## config.mk

```make
export PLATFORM = sky130hd
export DESIGN_NAME = tile_frame_renderer
export DESIGN_NICKNAME = d
export VERILOG_FILES = /design/src/rtl/tile_pkg.sv /design/src/rtl/tile_palette.sv /design/src/rtl/tile_frame_renderer.sv
export SDC_FILE = /design/constraint.sdc
export NUM_CORES = 1
export LEC_CHECK = 0
export CORE_AREA = 2 2 732 734
export CTS_CLUSTER_SIZE = 40
export DETAILED_ROUTE_END_ITERATION = 10
export DIE_AREA = 0 0 734 736
export GPL_TIMING_DRIVEN = 0
export MAX_ROUTING_LAYER = met4
export SLEW_MARGIN = 20
export SYNTH_ARGS = -nofsm -noshare
export SYNTH_HDL_FRONTEND = slang
export SYNTH_SLANG_ARGS = --single-unit
```

## constraint.sdc

```tcl
create_clock -name vga_clock -period 7.98 [get_ports vga_clock]
set_clock_uncertainty 0.15 [all_clocks]
set_input_delay 1.197 -clock vga_clock [delete_from_list [all_inputs] [get_ports vga_clock]]
set_output_delay 1.197 -clock vga_clock [all_outputs]
set_load 0.01 [all_outputs]
```

## src/rtl/tile_pkg.sv

```systemverilog
`default_nettype none
// +----------------------------------------------------------------------+
// | tile_pkg: tile codes, palette, geometry and tile-map type shared by   |
// | the tile frame renderer.                          Revision: 1.0       |
// +----------------------------------------------------------------------+
package tile_pkg;

    typedef logic [7:0] tile_code_t;
    typedef tile_code_t [11:0][16:0] tile_map_t;

    localparam tile_code_t BDR = 8'd0;
    localparam tile_code_t SKY = 8'd1;
    localparam tile_code_t BLK = 8'd2;
    localparam tile_code_t GND = 8'd3;
    localparam tile_code_t TKN = 8'd4;
    localparam tile_code_t CK1 = 8'd5;
    localparam tile_code_t CK2 = 8'd6;

    localparam logic [11:0] COL_BLACK    = 12'h000;
    localparam logic [11:0] COL_WHITE    = 12'hFFF;
    localparam logic [11:0] COL_SKY      = 12'h6AF;
    localparam logic [11:0] COL_BLK      = 12'hA52;
    localparam logic [11:0] COL_BLK_EDGE = 12'h310;
    localparam logic [11:0] COL_GND      = 12'h740;
    localparam logic [11:0] COL_TKN      = 12'hFD0;
    localparam logic [11:0] COL_MARIO    = 12'hF00;
    localparam logic [11:0] COL_GOOMBA   = 12'h840;
    localparam logic [11:0] COL_DEBUG    = 12'hF0F;

    localparam int SCREEN_WIDTH  = 640;
    localparam int SCREEN_HEIGHT = 480;
    localparam int BLOCK_WIDTH   = 40;
    localparam int SCREEN_COLS   = 16;
    localparam int SCREEN_ROWS   = 12;
    localparam int MAP_COLS      = 17;

    localparam logic [5:0] OFS_LAST = 6'd39;
    localparam logic [5:0] TKN_LO   = 6'd10;
    localparam logic [5:0] TKN_HI   = 6'd29;

    function automatic logic in_window(input logic [5:0] v, input logic [5:0] lo,
                                       input logic [5:0] hi);
        return (v >= lo) && (v <= hi);
    endfunction

endpackage
`default_nettype wire

```

## src/rtl/tile_palette.sv

```systemverilog
`default_nettype none
// +----------------------------------------------------------------------+
// | tile_palette: maps tile code, intra-tile offset and blink phase to a  |
// | 12-bit RGB colour (combinational).                Revision: 1.0       |
// +----------------------------------------------------------------------+
module tile_palette
    import tile_pkg::*;
(
    input  logic [7:0]  tile_code,
    input  logic [5:0]  ox,
    input  logic [5:0]  oy,
    input  logic        blink_phase,
    output logic [11:0] colour
);

    logic w_outline;
    logic w_coin_area;
    logic w_checker;

    assign w_outline   = (ox == 6'd0) || (ox == OFS_LAST) || (oy == 6'd0) || (oy == OFS_LAST);
    assign w_coin_area = in_window(ox, TKN_LO, TKN_HI) && in_window(oy, TKN_LO, TKN_HI);
    assign w_checker   = ox[3] ^ oy[3];

    always_comb begin
        colour = COL_DEBUG;
        case (tile_code)
            BDR:     colour = COL_BLACK;
            SKY:     colour = COL_SKY;
            BLK:     colour = w_outline ? COL_BLK_EDGE : COL_BLK;
            GND:     colour = COL_GND;
            // Coin is drawn only in the visible blink phase; otherwise it shows sky.
            TKN:     colour = (!blink_phase && w_coin_area) ? COL_TKN : COL_SKY;
            CK1:     colour = w_checker ? COL_WHITE : COL_BLACK;
            CK2:     colour = w_checker ? COL_BLACK : COL_WHITE;
            default: colour = COL_DEBUG;
        endcase
    end

endmodule
`default_nettype wire

```

## src/rtl/tile_frame_renderer.sv

```systemverilog
`default_nettype none
// +----------------------------------------------------------------------+
// | tile_frame_renderer: two-stage pixel pipeline turning VGA coordinates |
// | into tile/sprite colour, with token blink animation. Revision: 1.0    |
// +----------------------------------------------------------------------+
module tile_frame_renderer
    import tile_pkg::*;
#(
    parameter int CHARACTER_WIDTH = 42,
    parameter int BLINK_FRAMES    = 15
) (
    input  logic        vga_clock,
    input  logic        reset,
    input  logic [9:0]  pixel_x,
    input  logic [9:0]  pixel_y,
    input  logic        video_on,
    input  logic        hsync_in,
    input  logic        vsync_in,
    input  tile_map_t   background,
    input  int          mario_x,
    input  int          mario_y,
    input  int          goomba_x,
    input  int          goomba_y,
    input  int          goomba_2x,
    input  int          goomba_2y,
    output logic [3:0]  red,
    output logic [3:0]  green,
    output logic [3:0]  blue,
    output logic        hsync_out,
    output logic        vsync_out
);

    localparam logic [7:0] c_last_frame = 8'(BLINK_FRAMES - 1);

    logic [3:0] w_col;
    logic [3:0] w_row;
    logic [9:0] w_col_base;
    logic [9:0] w_row_base;
    logic [5:0] w_ox;
    logic [5:0] w_oy;

    logic [3:0] r_s1_col;
    logic [3:0] r_s1_row;
    logic [5:0] r_s1_ox;
    logic [5:0] r_s1_oy;
    logic [9:0] r_s1_px;
    logic [9:0] r_s1_py;
    logic       r_s1_video;
    logic       r_s1_hsync;
    logic       r_s1_vsync;

    logic       r_vsync_prev;
    logic [7:0] r_frame_count;
    logic       r_blink_phase;
    logic       w_vsync_fall;

    logic [4:0]  w_tx;
    logic [3:0]  w_ty;
    tile_code_t  w_code;
    logic [11:0] w_tile_rgb;
    logic [11:0] w_rgb;
    int          w_px;
    int          w_py;
    logic        w_off_screen;

    // Tile column/row by threshold comparison; the base is the tile's left/top pixel.
    always_comb begin
        w_col      = '0;
        w_col_base = '0;
        for (int k = 1; k < SCREEN_COLS; k++) begin
            if (pixel_x >= 10'(k * BLOCK_WIDTH)) begin
                w_col      = 4'(k);
                w_col_base = 10'(k * BLOCK_WIDTH);
            end
        end
        w_row      = '0;
        w_row_base = '0;
        for (int k = 1; k < SCREEN_ROWS; k++) begin
            if (pixel_y >= 10'(k * BLOCK_WIDTH)) begin
                w_row      = 4'(k);
                w_row_base = 10'(k * BLOCK_WIDTH);
            end
        end
    end

    assign w_ox = 6'(pixel_x - w_col_base);
    assign w_oy = 6'(pixel_y - w_row_base);

    always_ff @(posedge vga_clock or negedge reset) begin
        if (!reset) begin
            r_s1_col   <= '0;
            r_s1_row   <= '0;
            r_s1_ox    <= '0;
            r_s1_oy    <= '0;
            r_s1_px    <= '0;
            r_s1_py    <= '0;
            r_s1_video <= 1'b0;
            r_s1_hsync <= 1'b1;
            r_s1_vsync <= 1'b1;
        end else begin
            r_s1_col   <= w_col;
            r_s1_row   <= w_row;
            r_s1_ox    <= w_ox;
            r_s1_oy    <= w_oy;
            r_s1_px    <= pixel_x;
            r_s1_py    <= pixel_y;
            r_s1_video <= video_on;
            r_s1_hsync <= hsync_in;
            r_s1_vsync <= vsync_in;
        end
    end

    assign w_vsync_fall = r_vsync_prev & ~vsync_in;

    always_ff @(posedge vga_clock or negedge reset) begin
        if (!reset) begin
            r_vsync_prev  <= 1'b0;
            r_frame_count <= '0;
            r_blink_phase <= 1'b0;
        end else begin
            r_vsync_prev <= vsync_in;
            if (w_vsync_fall) begin
                if (r_frame_count == c_last_frame) begin
                    r_frame_count <= '0;
                    r_blink_phase <= ~r_blink_phase;
                end else begin
                    r_frame_count <= r_frame_count + 8'd1;
                end
            end
        end
    end

    // Map is stored mirrored: screen top-left is map entry [11][16].
    assign w_tx   = 5'(MAP_COLS - 1) - {1'b0, r_s1_col};
    assign w_ty   = 4'(SCREEN_ROWS - 1) - r_s1_row;
    assign w_code = background[w_ty][w_tx];

    tile_palette u_palette (
        .tile_code   (w_code),
        .ox          (r_s1_ox),
        .oy          (r_s1_oy),
        .blink_phase (r_blink_phase),
        .colour      (w_tile_rgb)
    );

    assign w_px = int'({22'd0, r_s1_px});
    assign w_py = int'({22'd0, r_s1_py});

    function automatic logic box_hit(input int px, input int py, input int bx, input int by);
        return (px >= bx) && (px < bx + CHARACTER_WIDTH) &&
               (py >= by) && (py < by + CHARACTER_WIDTH);
    endfunction

    assign w_off_screen = (r_s1_px >= 10'(SCREEN_WIDTH)) || (r_s1_py >= 10'(SCREEN_HEIGHT));

    always_comb begin
        w_rgb = w_tile_rgb;
        if (!r_s1_video || w_off_screen) begin
            w_rgb = COL_BLACK;
        end else if (box_hit(w_px, w_py, mario_x, mario_y)) begin
            w_rgb = COL_MARIO;
        end else if (box_hit(w_px, w_py, goomba_x, goomba_y)) begin
            w_rgb = COL_GOOMBA;
        end else if (box_hit(w_px, w_py, goomba_2x, goomba_2y)) begin
            w_rgb = COL_GOOMBA;
        end
    end

    always_ff @(posedge vga_clock or negedge reset) begin
        if (!reset) begin
            red       <= '0;
            green     <= '0;
            blue      <= '0;
            hsync_out <= 1'b1;
            vsync_out <= 1'b1;
        end else begin
            red       <= w_rgb[11:8];
            green     <= w_rgb[7:4];
            blue      <= w_rgb[3:0];
            hsync_out <= r_s1_hsync;
            vsync_out <= r_s1_vsync;
        end
    end

endmodule
`default_nettype wire
```

---- Yosys cells after proc, flatten, opt, wreduce, memory -nomap -nowiden ----
Index checks and enable logic that the tools add are counted.
Widths: inputs -> output; s select.
word-level totals
  flip-flop bits (word level) ............. 67
  word-level logic and storage cells ...... 177
operators by class
  $add $sub $neg .......................... 11
  $lt $le $gt $ge ......................... 46
  equality and inequality tests ........... 9
  muxes and demuxes ....................... 66
  bitwise gates (word level) .............. 4
  reduce and logical (&&, ||, !) cells .... 24
operators by type and width
  kind                   count
  $bmux 136 s4           1
  $add 32x7->32 const B  6
  $ge 11x32->1           6
  $lt 11x32->1           6
  $mux 6                 26
  $mux 136               1
  $ge 10x9->1 const B    12
  $mux 12                8
  $mux 4                 22
  $pmux 12 s7            1
  $ge 10x8->1 const B    6
  $bmux 8 s5             1
  $ge 10x10->1 const B   4
  $ge 10x7->1 const B    4
  $eq 8x3->1 const B     3
  $ge 10x6->1 const B    2
  $eq 8x2->1 const B     2
  $mux 8                 2
  $logic_and 1x1->1      13
  $eq 6x6->1 const B     2
  $ge 6x4->1 const B     2
  $le 6x5->1 const B     2
  $logic_not 6->1        2
  $sub 6x6->6            2
  16 further kinds       24

---- Longest topological paths before layout ----
  depth in word-level cells ............... 17
  gate-level depth with buffers ........... 18
  gate-level depth less buffers ........... 16

---- Hierarchy ----
Synthesis repeated with hierarchy kept, for this count alone.
second synthesis, totals
  cells, all modules ...................... 2407
  area, all modules ....................... 23396.2 sq um
modules (own cells, without submodules)
  module               times used  cells each  area an instance (sq um)
  tile_frame_renderer  1           2341        22963.3
  tile_palette         1           66          432.9

---- Worst setup path after synthesis ----
OpenSTA, ideal clock, no wires.
  path kind ............................... input-to-reg
  start ................................... input port goomba_y[1] in the netlist's numbering
  end ..................................... register green[3]
  arrival time ............................ 3.814 ns
  required time ........................... 7.757 ns
  setup slack ............................. 3.944 ns
  stages on the path ...................... 13
  path through ............................ ha_1 o21ai_0 a211o_1 nor2_1 xnor2_1 ha_1 o211ai_1 o31ai_1 nand4_1 o32a_1 a32o_2 and4bb_1 a21boi_2
between the ends
  word-level cells in the longest chain between the ends .. 6
  elaborated cells on any way between the ends .. 8
  classes of those cells .................. 1 x add/sub; 2 x order compare; 3 x mux; 2 x reduce/logical
ends and longest elaborated chain
  item                                               line                                                    text
  start: declaration                                 tile_frame_renderer.sv:23                               input int goomba_y,
  $add 32x7->32 or $ge 11x32->1 (tied branches)      tile_frame_renderer.sv:151                              (py >= by) && (py < by + CHARACTER_WIDTH);
  $lt 11x32->1 or $logic_and 1x1->1 (tied branches)  tile_frame_renderer.sv:151, tile_frame_renderer.sv:150
  $logic_and 1x1->1 *                                tile_frame_renderer.sv:151
  $mux 12 *                                          tile_frame_renderer.sv:162                              end else if (box_hit(w_px, w_py, goomba_x, goomba_y)) begin
  $mux 12 *                                          tile_frame_renderer.sv:160                              end else if (box_hit(w_px, w_py, mario_x, mario_y)) begin
  $mux 12 *                                          tile_frame_renderer.sv:158                              if (!r_s1_video || w_off_screen) begin
  via w_rgb[7]                                       tile_frame_renderer.sv:61                               logic [11:0] w_rgb;
  end signal: assignment                             tile_frame_renderer.sv:178                              green <= w_rgb[7:4];
  end: declaration                                   tile_frame_renderer.sv:27                               output logic [3:0] green,
The timed path passes the listed nets; every way through them passes the cells marked *.
A chain may end at the register's enable or synchronous reset.

---- Worst setup path in the final report ----
  start ................................... register r_s1_col[0]
  end ..................................... register red[3]
between the ends
  word-level cells in the longest chain between the ends .. 9
  elaborated cells on any way between the ends .. 15
  classes of those cells .................. 1 x add/sub; 6 x eq/ne; 7 x mux; 1 x reduce/logical
ends and longest elaborated chain
  item                                      line                        text
  start: declaration                        tile_frame_renderer.sv:42   logic [3:0] r_s1_col;
  start signal: assignment                  tile_frame_renderer.sv:101  r_s1_col <= w_col;
  $sub 5x4->5 *                             tile_frame_renderer.sv:134  assign w_tx = 5'(MAP_COLS - 1) - {1'b0, r_s1_col};
  $bmux 8 s5 *                              tile_frame_renderer.sv:136  assign w_code = background[w_ty][w_tx];
  $mux 8 (not written as such) *            tile_frame_renderer.sv:136
  $eq 8x3->1, or another cell as far along  tile_palette.sv:26          case (tile_code)
  $pmux 12 s7 *                             tile_palette.sv:26
  $mux 12 *                                 tile_frame_renderer.sv:164  end else if (box_hit(w_px, w_py, goomba_2x, goomba_2y)) begin
  $mux 12 *                                 tile_frame_renderer.sv:162
  $mux 12 *                                 tile_frame_renderer.sv:160
  $mux 12 *                                 tile_frame_renderer.sv:158
  via w_rgb[11]                             tile_frame_renderer.sv:61
  end signal: assignment                    tile_frame_renderer.sv:177  red <= w_rgb[11:8];
  end: declaration                          tile_frame_renderer.sv:26   output logic [3:0] red,
The timed path passes the listed nets; every way through them passes the cells marked *. The select of a mux whose other input is x is not followed.

==> results.sh <==
export IMPL_status="finished, final reports clean"
export IMPL_ant_nets=0
export IMPL_syn_area_um2=21300
export IMPL_dieArea_um2=540000
export IMPL_leakagePower_nw=16.7
export IMPL_cpMostUsedCell="clkbuf_2"
export IMPL_max_clock_freq_mhz=131
export IMPL_num_rows=268
export IMPL_area_growth_pct=148
export IMPL_grt_pass1_wl_um=667000
export IMPL_drt_total_wl_um=595000
export IMPL_yosys_area_top_type_share=0.169
export IMPL_drive_gt1_frac=0.132
export IMPL_viasPerCell=3.15
export IMPL_vias=38600
export IMPL_critical_path_buf_inv_count=10
export IMPL_cts_buffers=9
export IMPL_grt_overflow_total=0
export IMPL_crit_chain="buf_2 > buf_4 > inv_1 > clkbuf_2 > clkbuf_2 > buf_12 > ha_1 > clkbuf_2 > clkbuf_4 > clkbuf_2 > buf_12 > nor3_1 > o21ai_1 > o211ai_1 > a32oi_1 > o211a_2 > nand3_1 > o31a_1"
export IMPL_grt_use_total=0.217
export IMPL_clock_sinks=59
export IMPL_worst_path_stages=18
export IMPL_finalSetupViolCount=0
export IMPL_synth_nets=4752
export IMPL_end_kind="register"
export IMPL_ir_drop_uv=106
export IMPL_synth_edf_count=0
export IMPL_syn_avg_cell_area_um2=7.68
export IMPL_hold_violations=0
export IMPL_critical_path_max_stage_delay_ns=0.61
export IMPL_synth_seq_cells=59
export IMPL_gp_congestion=0.924
export IMPL_crit_end="red[3]"
export IMPL_firstDrtPassIters=6
export IMPL_dr_first_iter_drc_count=3647
export IMPL_yosysWarnings=0
export IMPL_clk_pin_slew_worst_paths_ns=0.08
export IMPL_cp_required_ns=8.09
export IMPL_core_area_um2=532000
export IMPL_numPortBuffers=1859
export IMPL_grt_pass1_vias=35000
export IMPL_final_cells=12300
export IMPL_reg2reg_from="r_s1_col[0]"
export IMPL_startpoint="r_s1_col[0]"
export IMPL_clockRootBuffer="clkbuf_16"
export IMPL_wl_per_cell_um=48.4
export IMPL_slew_violations=0
export IMPL_synth_cell_types=98
export IMPL_die_w_um=734
export IMPL_dpl_hpwl_um=540000
export IMPL_drcViolationCount=0
export IMPL_io_pins=1863
export IMPL_synthArstFlopShare=1.00
export IMPL_die_y_um=736
export IMPL_r2r_end="red[3]"
export IMPL_netlist_instances=2776
export IMPL_grt_max_degree=32
export IMPL_seq_area_frac_synth=0.0695
export IMPL_relSlewSlack=0.0889
export IMPL_hold_class="reg2reg"
export IMPL_worst_r2r_path_depth=18
export IMPL_rsz0062_at_grt="no"
export IMPL_synth_main_ff_cell="dfrtp_1"
export IMPL_synth_top_area_cell="mux4_2"
export IMPL_nNetsFinal=6735
export IMPL_powerDensity_nw_per_um2=92.0
export IMPL_post_place_cells=11800
export IMPL_r2r_slack_ns=0.37
export IMPL_insertion_delay_ns=0.39
export IMPL_utilization=0.0994
export IMPL_startpoint_type="register"
export IMPL_cts_buffer_depth=2
export IMPL_arrival_ns=7.72
export IMPL_period_share=0.954
export IMPL_path_class="reg2reg"
export IMPL_hold_buffers=0
export IMPL_initial_core_util=0.0401
export IMPL_htreeDepth=3
export IMPL_cts_tree="yes"
export IMPL_tightest_slew_ns=1.35
export IMPL_max_cap_violations=0
export IMPL_crit_fanout=10
export IMPL_ys_top_cells_by_area="mux4_2, ha_1, dfrtp_1"
export IMPL_antenna_found_initial=690
export IMPL_cpMaxStageDelayCell="ha_1"
export IMPL_period_minus_slack_ns=7.61
export IMPL_crit_family="buffers and inverters"
cells by family after synthesis:
group,after synthesis,synth area share
XOR/XNOR,74,0.0304
flip-flops,59,0.0695
AND/OR/NAND/NOR,1113,0.262
adder cells (fa/ha/maj),127,0.0752
multiplexers,289,0.231
AO/OA/AOI/OAI,823,0.263
buffers and inverters,291,0.0691
power breakdown:
part | internal, mW | switching [mW]
registers | 0.328 | 0.0653
clock network | 0.250 | 0.204
logic | 1.56 | 2.45
total | 2.14 | 2.72
synthesized netlist by cell type (12+ instances only):
cell type / instances
dfrtp_1: 55
ha_1: 125
o21ai_0: 110
buf_2: 68
nand2b_1: 40
nand2_1: 158
xor2_1: 16
mux2i_1: 107
a221oi_1: 27
nor2_1: 306
a21o_1: 13
a21oi_1: 199
a2111oi_0: 23
mux2_2: 20
mux4_2: 160
a211oi_1: 108
xnor2_1: 58
a31oi_1: 36
o22ai_1: 39
nand3_1: 74
inv_1: 101
nor4_1: 63
nor3_1: 248
and4_1: 12
o31ai_1: 24
buf_6: 20
nor3b_1: 26
nand4_1: 57
a22oi_1: 37
clkbuf_1: 64
and3_1: 29
o211ai_1: 37
nor2b_1: 20
or3_1: 18
buf_4: 27
o221ai_1: 12
metal layers:
metal,vias up,GRT usage,share of wire
met5,-,-,0
met4,0,0.0732,0.041
met3,915,0.0785,0.099
met2,3450,0.345,0.46
met1,18600,0.251,0.40
li1,15700,-,-
how the worst min path moves through the flow:
stage	startpoint	end	slack, ns	depth (start not counted)
floorplan	r_s1_hsync	hsync_out	0.20	0
global placement	r_s1_vsync	vsync_out	0.20	0
detailed placement	r_s1_vsync	vsync_out	0.20	0
CTS	r_s1_vsync	vsync_out	0.21	0
global route	r_s1_hsync	hsync_out	0.22	0
finish	r_s1_hsync	hsync_out	0.21	0
state kept, by name, summed over array words and instances (netlist names):
| signal | cells |
|---|---|
| r_s1_px | 10 |
| r_s1_py | 10 |
| r_frame_count | 8 |
| green | 4 |
| r_s1_col | 4 |
| r_s1_row | 4 |
| red | 4 |
| r_s1_ox | 3 |
| r_s1_oy | 3 |
| blue | 2 |
| hsync_out | 1 |
| r_blink_phase | 1 |
| r_s1_hsync | 1 |
| r_s1_video | 1 |
| r_s1_vsync | 1 |
| r_vsync_prev | 1 |
| vsync_out | 1 |
metrics by stage:
step	setup WS, ns	area [um2]	setup TNS (ns)	power, mW	hold slack, ns
6_report	0.371	52900	0	4.86	0.211
5_1_grt	0.255	52600	0	5.03	0.215
4_1_cts	0.194	51600	0	4.96	0.213
3_5_place_dp	-0.716	51300	-5.02	4.47	0.198
3_3_place_gp	-4.82	48700	-46.84	4.24	0.199
2_1_floorplan	3.94	21300	0	1.38	0.195
layout make-up:
cell class                      instances  area [um2]
Antenna cell                          502        1260
Buffer                                189        1180
Clock buffer                           11         243
Clock inverter                          5        52.6
Fill cell                           61700      479000
Inverter                              102         383
Multi-Input combinational cell       2426       19100
Sequential cell                        59        1480
Tap cell                             7020        8780
Timing Repair Buffer                 1972       20400
repair_timing:
item	in CTS	in global routing
setup endpoints to repair	10	0
gates resized for setup	4	0
setup buffers	0	0
cells in the final DEF (no fill, tap or decap), types with 20 or more instances in the layout:
cell / synthesis / layout
buf_8: 1 / 20
a221oi_1: 27 / 25
and3_1: 29 / 29
o22ai_1: 39 / 39
inv_1: 101 / 101
nor2_1: 306 / 293
clkbuf_1: 64 / 33
nand4_1: 57 / 57
diode_2: 0 / 502
dfrtp_1: 55 / 54
a21oi_1: 199 / 192
clkdlybuf4s50_1: 0 / 1857
buf_4: 27 / 66
o211ai_1: 37 / 37
mux2i_1: 107 / 103
buf_2: 68 / 60
nand2b_1: 40 / 40
ha_1: 125 / 125
clkbuf_2: 0 / 31
o31ai_1: 24 / 21
xnor2_1: 58 / 55
nor3_2: 1 / 44
o21ai_0: 110 / 105
nand2_1: 158 / 156
nor4_1: 63 / 54
nor3_1: 248 / 205
buf_16: 0 / 24
a22oi_1: 37 / 37
mux4_2: 160 / 160
mux2_2: 20 / 20
buf_6: 20 / 48
nor3b_1: 26 / 21
a211oi_1: 108 / 93
nand3_1: 74 / 74
a31oi_1: 36 / 35
No activity file was read; power rests on OpenSTA's default activity.
==> RTL change (config.mk and constraints unchanged) <==
Put one more register stage on the output `red`. The value now appears one clock later. The other outputs are not delayed to match.
--- a/src/rtl/tile_frame_renderer.sv
+++ b/src/rtl/tile_frame_renderer.sv
@@ -33,2 +33,4 @@
     localparam logic [7:0] c_last_frame = 8'(BLINK_FRAMES - 1);
+
+    logic [3:0] red_s0;
 
@@ -170,3 +172,3 @@
         if (!reset) begin
-            red       <= '0;
+            red_s0    <= '0;
             green     <= '0;
@@ -176,3 +178,3 @@
         end else begin
-            red       <= w_rgb[11:8];
+            red_s0    <= w_rgb[11:8];
             green     <= w_rgb[7:4];
@@ -184,2 +186,6 @@
 
+    always_ff @(posedge vga_clock) begin
+        red <= red_s0;
+    end
+
 endmodule
Function: changed (a bounded check fails within 4 cycles, from zero or initial values and one cycle with reset low).
==> RTL change against the unedited design <==
The flow now finishes with violations (setup timing); sequential share of layout area up 0.20 points; sequential cell count up 4; fmax down 5.2%; utilization down 0.15 points; power up 1.7%; wire length up 2.6%; setup slack worse by 0.42 ns; synthesized area about the same; global-route usage up 0.53 points; non-clock buffer count down 32; first-iteration DRC count up 31%; clock power up 2%; design area down 1.5%; critical path type unchanged; largest cell class unchanged; largest power group unchanged.
==> RTL change: results (changes against the unedited design) <==
The flow ran to the end, but the final reports show violations. The final reports fail on setup timing. For the number of multi-input logic gates, the log shows 2421 (-0.21%). Ranked by instance count, the synthesized netlist is headed by 275 x sky130_fd_sc_hd__nor2_1, 247 x sky130_fd_sc_hd__a21oi_1, 235 x sky130_fd_sc_hd__nor3_1.

The tools report the met3 wirelength from detailed routing as 61.2 mm (+3.4%). The final number of setup-violating endpoints is 3 (+3), and the final worst setup slack is -0.0448 ns (-0.415 ns). Met1 routing resource usage after global routing: 25.3% (+0.15 points).

In this run the most critical hold path is launched from red_s0[0]. The fraction of cell area in non-clock buffers is 40.3% (-0.45 points). The register clock-pin slew on the reported worst setup and hold paths was 0.06 ns (-0.02 ns); the fraction of the mapped netlist area in adder cells was 7.53% (about the same). The start point of the critical path was r_s1_row[1].

The tools report the sum of met2 wire segment lengths after detailed routing as 286 mm (+4.9%). The kind of cell with the highest combined delay along the critical path is compound AO/OA/AOI/OAI gates. The depth of the worst register-to-register path was 14 (-4); the post-synthesis sequential area ratio was 7.33% (+0.38 points). Post-synthesis share of cell area spent on xor and xnor gates: 3.12% (+0.084 points).

The worst hold path endpoint was red[0]. The insertion delay to the later sink of the worst-skew pair is 0.34 ns (-0.05 ns). The via count of the first global-routing pass came out at 35200 (+0.45%).

The number of iterations in the first detailed-routing pass was 7 (+1). The total of cells resized after clock tree synthesis is 10 (+6), and the maximum resistive drop on vdd is 0.000105 V (-1.2%). The number of library cell types mapped by synthesis was 97 (-1.0%); the initial antenna violation count was 635 (-8.0%). For the wire length of the first global-routing pass, the log shows 684 mm (+2.5%). The final net count is 6702 (-0.49%).

Mux cell area share after synthesis: 22.7% (-0.41 points). The worst stage delay on the critical path works out to 1.09 ns (+0.48 ns). The fraction of standard cell area that is sequential works out to 3.00% (+0.20 points). For the met2 usage, the log shows 36.0% (+1.5 points).
## RTL change: metrics by stage
step | setup TNS [ns] | util (%) | total power [W] | instances
after floorplan | 0 | - | 0.00143 | 2780
after global placement | -33.88 | 9.15 | 0.00437 | 11700
after detailed placement | -15.72 | 9.49 | 0.00450 | 11700
after CTS | 0 | 9.56 | 0.00498 | 11800
after global routing | 0 | 9.75 | 0.00505 | 12100
final | -0.0921 | 9.79 | 0.00495 | 12200
## RTL change: where the power goes
| group | switching (W) | leakage, nW | internal (W) | total [W] |
|---|---|---|---|---|
| sequential | 0.0000646 | 0.743 | 0.000350 | 0.000415 |
| clock | 0.000149 | 0.169 | 0.000314 | 0.000463 |
| combinational | 0.00256 | 15.5 | 0.00151 | 0.00407 |
## RTL change: worst max-delay path by stage
stage	endpoint	slack (ns)	cells after the start
finish	red_s0[0]	-0.04	14
detailed placement	red_s0[0]	-1.69	17
global placement	green[0]	-3.48	17
floorplan	red_s0[0]	3.86	14
CTS	red_s0[0]	0.007	16
global route	green[0]	0.03	14
